[src/rtl/rr_arb_mux_2x1.sv]
// Registered 2-input round-robin arbiter and data mux with a valid/ready output register.
// Define ARB2_PKT_LOCK_EN to hold the grant on one channel until its beat with last=1 transfers.
module rr_arb_mux_2x1 #(
    parameter int WIDTH = 8
) (
    input  logic             clk,
    input  logic             rst_n,
    input  logic             a_valid,
    input  logic [WIDTH-1:0] a_data,
    input  logic             a_last,
    output logic             a_ready,
    input  logic             b_valid,
    input  logic [WIDTH-1:0] b_data,
    input  logic             b_last,
    output logic             b_ready,
    output logic             out_valid,
    output logic [WIDTH-1:0] out_data,
    output logic             out_sel,
    input  logic             out_ready
);

    logic             out_valid_q, out_valid_d;
    logic [WIDTH-1:0] out_data_q, out_data_d;
    logic             out_sel_q, out_sel_d;
    logic             prio_q, prio_d;     // 0 = A wins contention, 1 = B
    logic             load;
    logic             grant_a, grant_b;

`ifdef ARB2_PKT_LOCK_EN
    logic             lock_q, lock_d;
    logic             lock_ch_q, lock_ch_d;
`else
    logic             unused_last;
    assign unused_last = a_last ^ b_last;
`endif

    always_comb begin
        load    = !out_valid_q || out_ready;
        grant_a = 1'b0;
        grant_b = 1'b0;
        if (load) begin
`ifdef ARB2_PKT_LOCK_EN
            if (lock_q) begin
                grant_a = !lock_ch_q && a_valid;
                grant_b = lock_ch_q && b_valid;
            end else
`endif
            if (a_valid && b_valid) begin
                grant_a = !prio_q;
                grant_b = prio_q;
            end else begin
                grant_a = a_valid;
                grant_b = b_valid;
            end
        end
    end

    // Readies are forced low while reset is asserted, even though the register reads empty.
    assign a_ready = rst_n & grant_a;
    assign b_ready = rst_n & grant_b;

    always_comb begin
        out_valid_d = out_valid_q;
        out_data_d  = out_data_q;
        out_sel_d   = out_sel_q;
        prio_d      = prio_q;
`ifdef ARB2_PKT_LOCK_EN
        lock_d      = lock_q;
        lock_ch_d   = lock_ch_q;
`endif
        if (grant_a || grant_b) begin
            out_valid_d = 1'b1;
            out_data_d  = grant_b ? b_data : a_data;
            out_sel_d   = grant_b;
            prio_d      = grant_a;
`ifdef ARB2_PKT_LOCK_EN
            lock_d      = !(grant_b ? b_last : a_last);
            lock_ch_d   = grant_b;
`endif
        end else if (load) begin
            out_valid_d = 1'b0;
        end
    end

    always_ff @(posedge clk or negedge rst_n) begin
        if (!rst_n) begin
            out_valid_q <= 1'b0;
            out_data_q  <= '0;
            out_sel_q   <= 1'b0;
            prio_q      <= 1'b0;
`ifdef ARB2_PKT_LOCK_EN
            lock_q      <= 1'b0;
            lock_ch_q   <= 1'b0;
`endif
        end else begin
            out_valid_q <= out_valid_d;
            out_data_q  <= out_data_d;
            out_sel_q   <= out_sel_d;
            prio_q      <= prio_d;
`ifdef ARB2_PKT_LOCK_EN
            lock_q      <= lock_d;
            lock_ch_q   <= lock_ch_d;
`endif
        end
    end

    assign out_valid = out_valid_q;
    assign out_data  = out_data_q;
    assign out_sel   = out_sel_q;

endmodule
[config.mk]
export PLATFORM = sky130hd
export DESIGN_NAME = rr_arb_mux_2x1
export DESIGN_NICKNAME = d
export VERILOG_FILES = /design/src/rtl/rr_arb_mux_2x1.sv
export SDC_FILE = /design/constraint.sdc
export NUM_CORES = 1
export LEC_CHECK = 0
export CORE_UTILIZATION = 45
export CTS_CLUSTER_DIAMETER = 100
export DETAILED_ROUTE_END_ITERATION = 10
export DONT_BUFFER_PORTS = 1
export SYNTH_ARGS = -nofsm -noshare
export SYNTH_HDL_FRONTEND = slang
export SYNTH_SLANG_ARGS = --single-unit
[constraint.sdc]
create_clock -name clk -period 2.55 [get_ports clk]
set_input_delay 0.3825 -clock clk [delete_from_list [all_inputs] [get_ports clk]]
set_output_delay 0.3825 -clock clk [all_outputs]
set_load 0.01 [all_outputs]
==> flow_metrics.py <==
metrics = {
    "grt": {
        "grt_max_degree": 15,
        "grt_busiest_layer": "met2",
        "grt_pass1_vias": 433,
        "met2_usage_pct": 28.7,
        "grt_overflow": 0,
        "track_usage_pct": 19.4,
        "grt_use_met1_pct": 24.5,
        "use_met3_pct": 6.25,
        "grt_pass1_wl_um": 1970,
        "antenna_found_initial": 0,
    },
    "die": {
        "initial_core_util_pct": 48.5,
        "dieWidth_um": 39.7,
        "io_pins": 35,
        "core-area_um2": 1320,
        "die-height_um": 39.7,
        "die_area_um2": 1580,
        "rows": 13,
    },
    "layout": {
        "fin_area_um2": 672,
        "nNetsFinal": 86,
        "area_growth_syn_to_layout_pct": 5.09,
        "drive_gt1_share_pct": 22.6,
        "antenna_cells": 0,
    },
    "min_path": {
        "hp-class": "input pin to flop",
    },
    "yosys": {
        "ys_async_sr_fraction_pct": 100,
        "synth_most_common_cell": "dfrtp_1",
        "synthesis.area_um2": 639,
        "synth-seq-cells": 11,
        "synth_cell_types": 18,
        "ys_seq_area_share_pct": 43.1,
        "synthTopCellsByArea": "dfrtp_1 43%, o311ai_2 20%, nand4_1 7.8%",
        "synth_commonest_cells": "11 x dfrtp_1, 8 x inv_1, 8 x nand4_1, 8 x o21ai_0, 8 x o311ai_2",
        "synth_top_area_cell": "dfrtp_1",
        "synth_top_area_share_pct": 43.1,
        "synth-edff-count": 0,
        "syn_avg_cell_area_um2": 10.7,
        "ys_warn_count": 0,
        "synth_fp_nets": 83,
        "synth_cells": 60,
        "ys.flop_type": "dfrtp_1",
    },
    "power_and_ir_drop": {
        "p_leak_nw": 0.274,
        "max-vdd-ir-drop_uv": 358,
        "power_density_nw_per_um2": 668,
    },
    "timing": {
        "drv_slew": 0,
        "clock_skew_ns": 0.00226,
        "finalCritPeriodShare_pct": 74.7,
        "fmax_mhz": 525,
        "rsz0062_at_grt": "no",
        "finalCriticalPeriod_ns": 1.90,
        "worst_pin_slew_ns": 0.587,
        "finalSetupViolCount": 0,
        "max_slew_margin_pct": 60.8,
        "hold_viol": 0,
        "fin_tns_setup_ns": 0,
    },
    "drt": {
        "vias_per_cell": 6.27,
        "drc": 0,
        "wl_um": 1440,
        "antenna_left": 0,
        "wl_per_cell_um": 18.7,
        "vias": 483,
        "drtIter0Drc": 7,
        "drt_pre_antenna_iters": 4,
    },
    "setup_path": {
        "cpLargestDelayFamily": "simple AND/OR/NAND/NOR gates",
        "arrival_ns": 1.52,
        "critPathSlowestCell": "dfrtp_1",
        "max_stage_delay_ns": 0.38,
        "critical_path.startpoint_type": "flop",
        "required_ns": 2.17,
        "path_class": "flop to primary output",
        "worstPathMaxFanout": 10,
        "critPathBufInv": 0,
        "crit_chain": "nand2b_1 -> and3_4 -> and2_1",
        "end_kind": "primary output",
    },
    "clocking": {
        "clk_pin_slew_ns": 0.08,
        "post_cts_buffers": 0,
        "cts_resized": 0,
        "cts_made_buffers": 3,
        "clock_sinks": 11,
        "clock_latency_ns": 0.27,
        "cts_tree": "yes",
        "cts_root_buf": "clkbuf_4",
        "clockBufferDepth": 2,
        "cts.htree.levels": 1,
        "hold_buffers": 1,
    },
    "status": {
        "outcome": "finished clean",
    },
    "placed_design": {
        "portBuffers": 0,
        "place_congestion": 0.597,
        "post_dp_cell_area_um2": 636,
        "post-dp-hpwl_um": 973,
    },
    "job": {
        "timing.max_cap.violations": 0,
    },
}
area by class of cell:
cell class                 count  area (um2)
multi-input combinational     37         304
clock buffer                   4        26.3
inverter                       8        30.0
sequential                    11         275
timing repair buffer           2        17.5
fill                         122         646
tap                           15        18.8
routing by layer:
metal	up-vias	routed length (um)	part of all wire (%)
met3	2	109	7.6
met4	0	5	0.35
met2	19	717	50
met1	229	605	42
met5	-	0	0
li1	233	-	-
worst paths after layout:
kind / cells after the start / end / start / slack [ns]
max reg2reg: 3 / out_data[7] / prio_q / 1.17
min reg2reg: 1 / prio_q / prio_q / 0.52
min: 1 / prio_q / b_valid / 0.21
max in group asynchronous: 1 / out_data[7] / rst_n / 1.69
min in group asynchronous: 1 / out_data[1] / rst_n / 0.51
max: 3 / b_ready / prio_q / 0.65
worst register-to-register path, stage by stage, from the launching register on:
cell and delay, ns:
dfrtp_1 0.40, nand2b_1 0.30, and3_4 0.32, o311ai_2 0.27
power breakdown:
part / total, mW / switching [mW] / internal, mW
Combinational: 0.0909 / 0.0507 / 0.0402
Sequential: 0.235 / 0.0312 / 0.203
Clock: 0.123 / 0.0627 / 0.0605
state kept, by name, summed over array words and instances (netlist names):
signal / cells
out_data: 8
out_sel: 1
out_valid: 1
prio_q: 1
stage by stage:
| stage | util, % | setup WS [ns] | std cells | hold slack (ns) | power, mW |
|---|---|---|---|---|---|
| 2_1_floorplan | - | 1.03 | 60 | 0.0869 | 0.316 |
| 3_3_place_gp | 48.2 | 0.959 | 72 | 0.0872 | 0.322 |
| 3_5_place_dp | 48.2 | 0.949 | 72 | 0.0872 | 0.326 |
| 4_1_cts | 51.0 | 0.646 | 77 | 0.204 | 0.451 |
| 5_1_grt | 51.0 | 0.572 | 77 | 0.198 | 0.470 |
| 6_report | 51.0 | 0.645 | 77 | 0.212 | 0.449 |
cells in the final DEF (no fill, tap or decap), types with 2 or more instances in the layout:
| cell | Yosys | final |
|---|---|---|
| nand2_1 | 2 | 2 |
| clkbuf_4 | 0 | 3 |
| o21ai_0 | 8 | 8 |
| nand4_1 | 8 | 8 |
| dfrtp_1 | 11 | 11 |
| inv_1 | 8 | 8 |
| o311ai_2 | 8 | 8 |
| nand2b_1 | 2 | 2 |
kinds of logic (layout without fill, tap and decap cells):
group / Yosys count / after routing / share of synthesized area, %
compound gates: 20 / 20 / 30.9
simple gates: 17 / 17 / 16.6
buf+inv: 12 / 14 / 9.39
flops: 11 / 11 / 43.1
Note: power is estimated with default switching activity, not from simulation.
